<file path="src/rtl/m68k_bus_responder.sv">
// -----------------------------------------------------------------------------
// m68k_bus_responder
//
// Purpose:
//   Asynchronous 68000 bus slave that exposes a 32-byte window of sixteen
//   16-bit registers at BASE_ADDR. Strobes and RW are brought into the PI_CLK
//   domain through 2-flop synchronizers; a single FSM walks every bus cycle
//   through STROBE -> DECODE -> WAIT -> ACK (or IGNORE on an address miss).
//   Word 15 is a read-only ID word (16'h5053); writing it is a protection
//   violation.
//
// Build option:
//   M68K_RESP_BERR_EN  defined   -> protection violation answered with BERR_n.
//                      undefined -> no BERR state, BERR_n tied high, the
//                                   violating write is acknowledged with
//                                   DTACK_n and its data discarded.
//
// Parameters:
//   BASE_ADDR    byte base of the register window (bits 4:0 zero)
//   WAIT_CYCLES  PI_CLK cycles spent in WAIT before acknowledging (0..15)
//
// Ports:
//   PI_CLK        in   sole clock
//   RESET         in   synchronous active-high reset
//   M68K_A        in   address bits 23:1
//   M68K_D_IN     in   write data from the bus
//   M68K_D_OUT    out  read data to the bus
//   M68K_D_OE     out  high while M68K_D_OUT should be driven
//   M68K_AS_n     in   address strobe (asynchronous)
//   M68K_UDS_n    in   upper data strobe (asynchronous)
//   M68K_LDS_n    in   lower data strobe (asynchronous)
//   M68K_RW       in   1 = read, 0 = write (asynchronous)
//   M68K_DTACK_n  out  data transfer acknowledge, active low
//   M68K_BERR_n   out  bus error, active low
//   ACCESS_CNT    out  number of acknowledged accesses (wraps)
// -----------------------------------------------------------------------------
module m68k_bus_responder #(
    parameter logic [23:0] BASE_ADDR   = 24'hDF0000,
    parameter int          WAIT_CYCLES = 4
) (
    input  logic        PI_CLK,
    input  logic        RESET,
    input  logic [23:1] M68K_A,
    input  logic [15:0] M68K_D_IN,
    output logic [15:0] M68K_D_OUT,
    output logic        M68K_D_OE,
    input  logic        M68K_AS_n,
    input  logic        M68K_UDS_n,
    input  logic        M68K_LDS_n,
    input  logic        M68K_RW,
    output logic        M68K_DTACK_n,
    output logic        M68K_BERR_n,
    output logic [15:0] ACCESS_CNT
);

    localparam logic [3:0]  WAIT_INIT = 4'(WAIT_CYCLES);
    localparam logic [15:0] ID_WORD   = 16'h5053;
    localparam logic [3:0]  ID_INDEX  = 4'hF;

    typedef enum logic [2:0] {
        S_IDLE,
        S_STROBE,
        S_DECODE,
        S_WAIT,
        S_ACK,
        S_IGNORE
`ifdef M68K_RESP_BERR_EN
        ,
        S_BERR
`endif
    } state_t;

    // Byte-lane merge for partial writes: enabled lanes take new data,
    // disabled lanes keep the stored byte.
    function automatic logic [15:0] merge_bytes(input logic [15:0] old_w,
                                                input logic [15:0] new_w,
                                                input logic [1:0]  be);
        merge_bytes = {be[1] ? new_w[15:8] : old_w[15:8],
                       be[0] ? new_w[7:0]  : old_w[7:0]};
    endfunction

    // -------------------------------------------------------------------------
    // Input synchronizers: {AS_n, UDS_n, LDS_n, RW}. Reset to all ones so a
    // strobe already low when reset releases is seen as a fresh falling edge.
    // -------------------------------------------------------------------------
    logic [3:0] sync1_q;
    logic [3:0] sync2_q;

    always_ff @(posedge PI_CLK) begin
        if (RESET) begin
            sync1_q <= 4'hF;
            sync2_q <= 4'hF;
        end else begin
            sync1_q <= {M68K_AS_n, M68K_UDS_n, M68K_LDS_n, M68K_RW};
            sync2_q <= sync1_q;
        end
    end

    logic as_n_s;
    logic uds_n_s;
    logic lds_n_s;
    logic rw_s;

    assign as_n_s  = sync2_q[3];
    assign uds_n_s = sync2_q[2];
    assign lds_n_s = sync2_q[1];
    assign rw_s    = sync2_q[0];

    // -------------------------------------------------------------------------
    // Bus-cycle FSM, latched access attributes, register file, outputs
    // -------------------------------------------------------------------------
    state_t      state_q;
    logic [3:0]  cnt_q;
    logic [3:0]  idx_q;
    logic        rw_q;
    logic [1:0]  be_q;
    logic [15:0] wdata_q;
    logic [15:0] regs_q [16];
    logic [15:0] dout_q;
    logic        d_oe_q;
    logic        dtack_n_q;
    logic [15:0] access_cnt_q;
`ifdef M68K_RESP_BERR_EN
    logic        berr_n_q;
`endif

    logic [15:0] rdata_d;
    logic [15:0] wmerge_d;
    logic        protect_d;
    logic        hit_d;

    always_comb begin
        rdata_d   = (idx_q == ID_INDEX) ? ID_WORD : regs_q[idx_q];
        wmerge_d  = merge_bytes(regs_q[idx_q], wdata_q, be_q);
        protect_d = !rw_q && (idx_q == ID_INDEX);
        hit_d     = (M68K_A[23:5] == BASE_ADDR[23:5]);
    end

    always_ff @(posedge PI_CLK) begin
        if (RESET) begin
            state_q      <= S_IDLE;
            cnt_q        <= 4'd0;
            idx_q        <= 4'd0;
            rw_q         <= 1'b1;
            be_q         <= 2'b00;
            wdata_q      <= 16'h0000;
            dout_q       <= 16'h0000;
            d_oe_q       <= 1'b0;
            dtack_n_q    <= 1'b1;
            access_cnt_q <= 16'h0000;
`ifdef M68K_RESP_BERR_EN
            berr_n_q     <= 1'b1;
`endif
            for (int i = 0; i < 16; i++) begin
                regs_q[i] <= 16'h0000;
            end
        end else begin
            case (state_q)
                S_IDLE: begin
                    if (!as_n_s) begin
                        state_q <= S_STROBE;
                    end
                end

                // An aborted cycle (AS_n released before any data strobe)
                // takes priority over a late data strobe.
                S_STROBE: begin
                    if (as_n_s) begin
                        state_q <= S_IDLE;
                    end else if (!uds_n_s || !lds_n_s) begin
                        state_q <= S_DECODE;
                    end
                end

                // Address and write data are stable by now (the master set
                // them up before the strobes), so they are sampled directly.
                S_DECODE: begin
                    idx_q   <= M68K_A[4:1];
                    rw_q    <= rw_s;
                    be_q    <= {!uds_n_s, !lds_n_s};
                    wdata_q <= M68K_D_IN;
                    cnt_q   <= WAIT_INIT;
                    state_q <= hit_d ? S_WAIT : S_IGNORE;
                end

                S_WAIT: begin
                    if (cnt_q != 4'd0) begin
                        cnt_q <= cnt_q - 4'd1;
                    end else
`ifdef M68K_RESP_BERR_EN
                    if (protect_d) begin
                        berr_n_q <= 1'b0;
                        state_q  <= S_BERR;
                    end else
`endif
                    begin
                        // Reads return the whole word regardless of which
                        // lanes were strobed; a write to the ID word is
                        // dropped but still acknowledged in this branch.
                        if (rw_q) begin
                            dout_q <= rdata_d;
                        end else if (!protect_d) begin
                            regs_q[idx_q] <= wmerge_d;
                        end
                        dtack_n_q    <= 1'b0;
                        d_oe_q       <= rw_q;
                        access_cnt_q <= access_cnt_q + 16'd1;
                        state_q      <= S_ACK;
                    end
                end

                S_ACK: begin
                    if (as_n_s) begin
                        dtack_n_q <= 1'b1;
                        d_oe_q    <= 1'b0;
                        state_q   <= S_IDLE;
                    end
                end

`ifdef M68K_RESP_BERR_EN
                S_BERR: begin
                    if (as_n_s) begin
                        berr_n_q <= 1'b1;
                        state_q  <= S_IDLE;
                    end
                end
`endif

                S_IGNORE: begin
                    if (as_n_s) begin
                        state_q <= S_IDLE;
                    end
                end

                default: begin
                    state_q <= S_IDLE;
                end
            endcase
        end
    end

    assign M68K_D_OUT   = dout_q;
    assign M68K_D_OE    = d_oe_q;
    assign M68K_DTACK_n = dtack_n_q;
    assign ACCESS_CNT   = access_cnt_q;
`ifdef M68K_RESP_BERR_EN
    assign M68K_BERR_n  = berr_n_q;
`else
    assign M68K_BERR_n  = 1'b1;
`endif

endmodule

</file>
<file path="config.mk">
export PLATFORM = sky130hd
export DESIGN_NAME = m68k_bus_responder
export DESIGN_NICKNAME = d
export VERILOG_FILES = /design/src/rtl/m68k_bus_responder.sv
export SDC_FILE = /design/constraint.sdc
export NUM_CORES = 1
export LEC_CHECK = 0
export CORE_MARGIN = 10
export CORE_UTILIZATION = 25
export DETAILED_ROUTE_END_ITERATION = 16
export PLACE_DENSITY = 0.51
export SETUP_SLACK_MARGIN = 0.3
export SLEW_MARGIN = 15
export SYNTH_ARGS = -nofsm -noshare
export SYNTH_HDL_FRONTEND = slang
export SYNTH_SLANG_ARGS = --single-unit
</file>
<file path="constraint.sdc">
create_clock -name PI_CLK -period 3.1 [get_ports PI_CLK]
set_input_delay 0.62 -clock PI_CLK [delete_from_list [all_inputs] [get_ports PI_CLK]]
set_output_delay 0.62 -clock PI_CLK [all_outputs]
set_load 0.05 [all_outputs]
</file>
==> impl_metrics.env, run 1 <==
export IMPL_status="complete, no violations"
export IMPL_combPwrFrac_pct=4.0
export IMPL_synthFlopType="edfxtp_1"
export IMPL_drc=0
export IMPL_hold_buffers=0
export IMPL_rows=90
export IMPL_root_buffer="clkbuf_16"
export IMPL_p_leak_nw=6.01
export IMPL_grt_util_all_layers_pct=13.8
export IMPL_synthArstFlopShare_pct=0
export IMPL_setup_viol=0
export IMPL_avgRoutedWirePerCell_um=23.2
export IMPL_grt_use_met2_pct=22.1
export IMPL_seq_power_share_pct=50.5
export IMPL_cts_sinks=332
export IMPL_routabilityCongestion=0.837
export IMPL_worst_r2r_cell_count=5
export IMPL_placed_cell_area_mm2=0.0174
export IMPL_h_tree_depth=2
export IMPL_layout_nets=1397
export IMPL_r2r_slack_ns=0.40
export IMPL_seq_area_frac_synth_pct=60.7
export IMPL_gr_usage_met1_pct=18.1
export IMPL_synth_warnings=0
export IMPL_postRouteWirelength_um=50100
export IMPL_cp_slowest_stage_delay_ns=0.74
export IMPL_fin_crit_ns=2.70
export IMPL_core_area_mm2=0.0602
export IMPL_post_cts_buffers=0
export IMPL_slew_violations=0
export IMPL_antenna_found_initial=2
export IMPL_critical_path_max_fanout=24
export IMPL_syn_avg_cell_area_um2=12.6
export IMPL_hold_depth=1
export IMPL_synth_edf_count=256
export IMPL_busiest_layer="met2"
export IMPL_cp_data_arrival_time_ns=3.05
export IMPL_io_buffers=78
export IMPL_fp_dieH_um=266
export IMPL_rsz0062_at_grt="no"
export IMPL_post_place_ws_ns=0.445
export IMPL_rr_endpoint="regs_q[14][15]"
export IMPL_die_area_mm2=0.0710
export IMPL_cts_path_max_buffers=3
export IMPL_synthesis_area_mm2=0.0152
export IMPL_vdd_drop_max_uv=408
export IMPL_worst_slack_ns=0.395
export IMPL_period_share_pct=87.2
export IMPL_grt_overflow=0
export IMPL_synth_top_area_share_pct=50.7
export IMPL_postCtsResizedCells=0
export IMPL_die_w_um=266
export IMPL_sw_frac_of_total_pct=21.4
export IMPL_initial_utilization_pct=25.2
export IMPL_pin_count=80
export IMPL_path_clk_slew_ns=0.06
export IMPL_start_kind="flop"
export IMPL_power_density_mw_per_mm2=525
export IMPL_syn2layout_area_growth_pct=23.0
export IMPL_pwr_share_clk_pct=45.5
export IMPL_fillCellCount=6052
export IMPL_slowest_stage="dfxtp_2"
export IMPL_tightest_slew_ns=0.921
export IMPL_drt_first_pass_iters=5
export IMPL_drt_iter0_drc=1039
export IMPL_netlist_instances=1208
export IMPL_ant_nets=0
export IMPL_cts_tree="built"
export IMPL_vias_per_cell=5.08
export IMPL_diodes=0
export IMPL_fin_area_mm2=0.0187
export IMPL_first_global_vias=11000
export IMPL_fin_setup_tns_ns=0
export IMPL_cp_end_kind="flop"
export IMPL_cp_cell_sequence="buf_4 > mux2i_1 > mux4_2 > a22o_1 > nor3_1"
export IMPL_finalHoldViolations=0
export IMPL_synth_largest_area_cell="edfxtp_1"
export IMPL_num_vias=11000
export IMPL_maxCapViolCount=0
export IMPL_yosys_top_cells_area="edfxtp_1 (51%), dfxtp_1 (10%), nor4_1 (6.9%)"
export IMPL_p_sw_mw=2.10
export IMPL_hold_path_class="reg -> reg"
export IMPL_numCtsBuffers=38
export IMPL_grtUsageMet3_pct=3.29
export IMPL_fin_skew_ns=0.0128
export IMPL_yosys_register_bits=332
export IMPL_dp_hpwl_um=32400
export IMPL_grt_max_degree=77
export IMPL_cp_data_required_time_ns=3.45
export IMPL_ys_types=63
export IMPL_cp_endpoint="regs_q[14][15]"
export IMPL_p_int_mw=7.71
export IMPL_fmax_ghz=0.370
export IMPL_grt_pass1_wl_um=73200
export IMPL_path_class="reg -> reg"
export IMPL_drive_gt1_share_pct=19.6
export IMPL_clk_latency_ns=0.53
export IMPL_max_slew_margin_pct=38.6
==> layer usage <==
layer / wire (um) / up-vias / part of all wire (%)
li1: - / 4988 / -
met1: 21900 / 5474 / 44
met2: 23100 / 445 / 46
met3: 3890 / 77 / 7.8
met4: 1280 / 4 / 2.6
met5: 16 / - / 0.032
==> logic make-up (layout without fill, tap and decap cells) <==
kind of cell	Yosys count	in the layout	synth area share, %
simple gates	479	479	18.0
compound gates	125	125	5.61
other cells	2	17	0.0495
flops	332	332	60.7
mux	128	128	10.8
xor+xnor	9	9	0.519
buf+inv	130	286	4.07
fa+ha+maj	3	3	0.247
==> synthesized netlist by cell type, types with 3 or more instances <==
| cell type | count |
|---|---|
| nor2_2 | 41 |
| and3_1 | 3 |
| nand3_1 | 13 |
| nand3_2 | 5 |
| or4_1 | 6 |
| mux2i_4 | 4 |
| buf_6 | 7 |
| o31ai_1 | 4 |
| nand4b_1 | 11 |
| a211oi_1 | 7 |
| o221ai_1 | 9 |
| edfxtp_1 | 256 |
| or2_2 | 10 |
| mux2i_1 | 96 |
| inv_1 | 17 |
| o21ai_0 | 3 |
| a21oi_1 | 41 |
| a31oi_1 | 12 |
| nand4_2 | 6 |
| mux4_2 | 23 |
| nand2_1 | 94 |
| buf_4 | 7 |
| xnor2_1 | 6 |
| nor2_1 | 44 |
| mux2_2 | 4 |
| nand3b_1 | 4 |
| buf_2 | 28 |
| nand2b_1 | 4 |
| nor3b_1 | 3 |
| nor2b_1 | 25 |
| ha_1 | 3 |
| xor2_1 | 3 |
| dfxtp_1 | 76 |
| nor3_1 | 19 |
| clkbuf_1 | 67 |
| nor4_1 | 167 |
| and2_1 | 3 |
| o221a_1 | 4 |
| a22oi_1 | 35 |
| nand4_1 | 8 |
==> cell usage in the layout (no fill, tap or decap), types with 35 or more instances in the layout <==
cell / n
nor2_2: 43
clkdlybuf4s50_1: 77
edfxtp_1: 256
buf_4: 113
dfxtp_1: 74
a22oi_1: 35
mux2i_1: 96
clkbuf_16: 42
a21oi_1: 41
nor2_1: 42
nor4_1: 167
nand2_1: 94
==> sequential cells by signal (all words and copies together) (netlist names), named ones only <==
name          cells
ACCESS_CNT       16
M68K_D_OE         1
cnt_q             4
idx_q             4
rw_q              1
M68K_DTACK_n      1
state_q           3
sync2_q           4
M68K_D_OUT       16
sync1_q           4
regs_q          256
wdata_q          16
be_q              2
==> how the worst min path moves through the flow <==
stage / endpoint / slack [ns] / start
floorplan: sync2_q[0] / 0.39 / sync1_q[0]
global placement: sync2_q[0] / 0.39 / sync1_q[0]
detailed placement: sync2_q[1] / 0.39 / sync1_q[1]
CTS: sync2_q[1] / 0.41 / sync1_q[1]
global route: sync2_q[2] / 0.42 / sync1_q[2]
finish: sync2_q[1] / 0.41 / sync1_q[1]
==> metrics by stage <==
stage	util, %	std cells	hold slack [ns]	total power, mW
3_5_place_dp	28.9	2091	0.392	5.43
2_1_floorplan	-	1223	0.389	5.21
4_1_cts	31.0	2161	0.406	9.89
3_3_place_gp	28.9	2091	0.392	5.43
6_report	31.0	2161	0.406	9.80
5_1_grt	31.0	2161	0.424	10.1
==> layout make-up <==
class | instances | area (um^2) | share of cell area, %
Clock buffer | 62 | 1170 | 6.25
Tap cell | 782 | 978 | 5.24
Multi-Input combinational cell | 761 | 5410 | 29.0
Sequential cell | 332 | 9210 | 49.4
Timing Repair Buffer | 198 | 1760 | 9.45
Clock inverter | 8 | 65.1 | 0.349
Inverter | 18 | 67.6 | 0.362
==> power groups by stage <==
stage / logic [mW] / clock network, mW / registers [mW]
3_3_place_gp: 0.389 / 0 / 5.04
5_1_grt: 0.418 / 4.74 / 4.96
4_1_cts: 0.395 / 4.55 / 4.95
6_report: 0.395 / 4.46 / 4.95
3_5_place_dp: 0.393 / 0 / 5.04
2_1_floorplan: 0.182 / 0 / 5.02
==> worst max-delay path, delay by kind of cell, from the launching register on <==
family	cells	cell delay, ns
flops	1	0.74
mux	2	0.65
buf+inv	1	0.43
compound gates	1	0.41
simple gates	1	0.28
(Power assumes the default switching activity.)
==> run 2, diff against run 1 <==
==> constraint.sdc (replaced) <==
create_clock -name PI_CLK -period 2.5 [get_ports PI_CLK]
set_input_delay 0.5 -clock PI_CLK [delete_from_list [all_inputs] [get_ports PI_CLK]]
set_output_delay 0.5 -clock PI_CLK [all_outputs]
set_load 0.05 [all_outputs]
==> run 2 against run 1 <==
  * Total power rose by 22%
  * Critical path depth increased by 2
  * Clock skew is 0.0090 ns higher
  * Utilization increased by 5.1 points
  * Critical path type unchanged
==> impl_metrics.env, run 2 (synthesis gave the netlist of run 1 again) <==
export IMPL_p_leak_nw=7.13
export IMPL_numCtsBuffers=36
export IMPL_power_density_mw_per_mm2=550
export IMPL_finalHoldViolations=0
export IMPL_num_vias=11700
export IMPL_root_buffer="clkbuf_16"
export IMPL_hold_buffers=0
export IMPL_layout_common_cells="edfxtp_1 (256), buf_4 (140), mux2i_1 (96)"
export IMPL_routabilityCongestion=0.836
export IMPL_initial_utilization_pct=25.2
export IMPL_die_w_um=266
export IMPL_cp_slowest_stage_delay_ns=0.55
export IMPL_drive_gt1_share_pct=36.0
export IMPL_path_class="reg -> reg"
export IMPL_clk_latency_ns=0.54
export IMPL_postRouteWirelength_um=53400
export IMPL_antenna_found_initial=2
export IMPL_io_buffers=78
export IMPL_drt_first_pass_iters=5
export IMPL_fin_setup_tns_ns=0
export IMPL_period_share_pct=95.8
export IMPL_slowest_stage="mux4_2"
export IMPL_layout_nets=1516
export IMPL_tightest_slew_ns=0.806
export IMPL_fin_cells=2278
export IMPL_rsz0062_at_grt="yes"
export IMPL_drt_iter0_drc=923
export IMPL_grt_pass1_wl_um=75800
export IMPL_start_kind="flop"
export IMPL_cts_tree="built"
export IMPL_syn2layout_area_growth_pct=43.3
export IMPL_fin_skew_ns=0.0218
export IMPL_critical_path_max_fanout=15
export IMPL_largest_reg_flops=256
export IMPL_h_tree_depth=2
export IMPL_die_area_mm2=0.0710
export IMPL_pin_count=80
export IMPL_core_area_mm2=0.0602
export IMPL_status="complete, no violations"
export IMPL_hold_path_class="in -> reg"
export IMPL_hold_ws_ns=0.389
export IMPL_grt_overflow=0
export IMPL_drc=0
export IMPL_fmax_ghz=0.418
export IMPL_grt_max_degree=73
export IMPL_fin_area_mm2=0.0217
export IMPL_cp_data_arrival_time_ns=2.68
export IMPL_finalPower_mw=12.0
export IMPL_slew_violations=0
export IMPL_ant_nets=0
export IMPL_vias_per_cell=5.14
export IMPL_placed_cell_area_mm2=0.0177
export IMPL_grt_util_all_layers_pct=14.2
export IMPL_r2r_slack_ns=0.11
export IMPL_final_common_cell="edfxtp_1"
export IMPL_dp_cells=2094
export IMPL_maxCapViolCount=0
export IMPL_cp_data_required_time_ns=2.79
export IMPL_rows=90
export IMPL_cp_cell_sequence="buf_4 > clkbuf_16 > mux4_2 > mux4_2 > mux2i_4 > buf_12 > nor2_1"
export IMPL_cts_path_max_buffers=3
export IMPL_vdd_drop_max_uv=435
export IMPL_fp_dieH_um=266
export IMPL_diodes=0
export IMPL_dp_hpwl_um=32200
export IMPL_cts_sinks=332
export IMPL_path_clk_slew_ns=0.06
export IMPL_cpMostUsedCell="mux4_2"
export IMPL_avgRoutedWirePerCell_um=23.5
export IMPL_cp_end_kind="flop"
export IMPL_fin_crit_ns=2.39
export IMPL_first_global_vias=11400
export IMPL_largest_register="regs_q"
export IMPL_max_slew_margin_pct=46.3
export IMPL_setup_viol=0
[run 2: final timing paths]
| path | start | endpoint | cells past startpoint |
|---|---|---|---|
| max | flop | regs_q[0][0] | 7 |
| min | RESET | flop | 3 |
| max reg2reg | flop | regs_q[0][0] | 7 |
| min reg2reg | sync1_q[2] | sync2_q[2] | 1 |
[run 2: final cells by class]
type	instances	area, um^2
repair buffers	314	3350
fillers	5723	38500
well taps	782	978
flip-flops and latches	332	9220
inverters	18	67.6
clock inverters	9	82.6
multi-input cells	766	6970
clock buffers	57	1070
[run 2: through the flow]
stage	setup slack [ns]	util, %
after floorplan	0.245	-
after global placement	0.0505	29.3
after detailed placement	-0.00276	29.3
after CTS	0.117	33.3
after global routing	0.0300	36.1
final	0.106	36.1
[run 2: critical path: cells and delay by family, from the launching register on]
kind,cells,cell delay [ns]
buffers and inverters,3,0.50
flip-flops,1,0.36
multiplexers,3,1.23
AND/OR/NAND/NOR,1,0.05
[run 2: where the power goes]
part / internal [mW] / switching [mW]
Combinational: 0.183 / 0.351
Sequential: 6.08 / 0.0486
Clock: 3.06 / 2.23
Total: 9.33 / 2.63
[run 2: per-layer routing]
layer	global-route usage [%]	up-vias	share of wire (%)
met4	4.69	2	3.3
met1	18.3	5929	42
met2	23.4	459	47
met3	2.79	109	7.1
met5	0	-	0.013
li1	-	5221	-
[run 2: repair_timing]
| item | 4_1_cts | 5_1_grt |
|---|---|---|
| gates resized for setup | 154 | 195 |
| cloned | 9 | 6 |
| setup buffers | 52 | 51 |
| pin swaps | 23 | 54 |
| setup endpoints to repair | 494 | 461 |
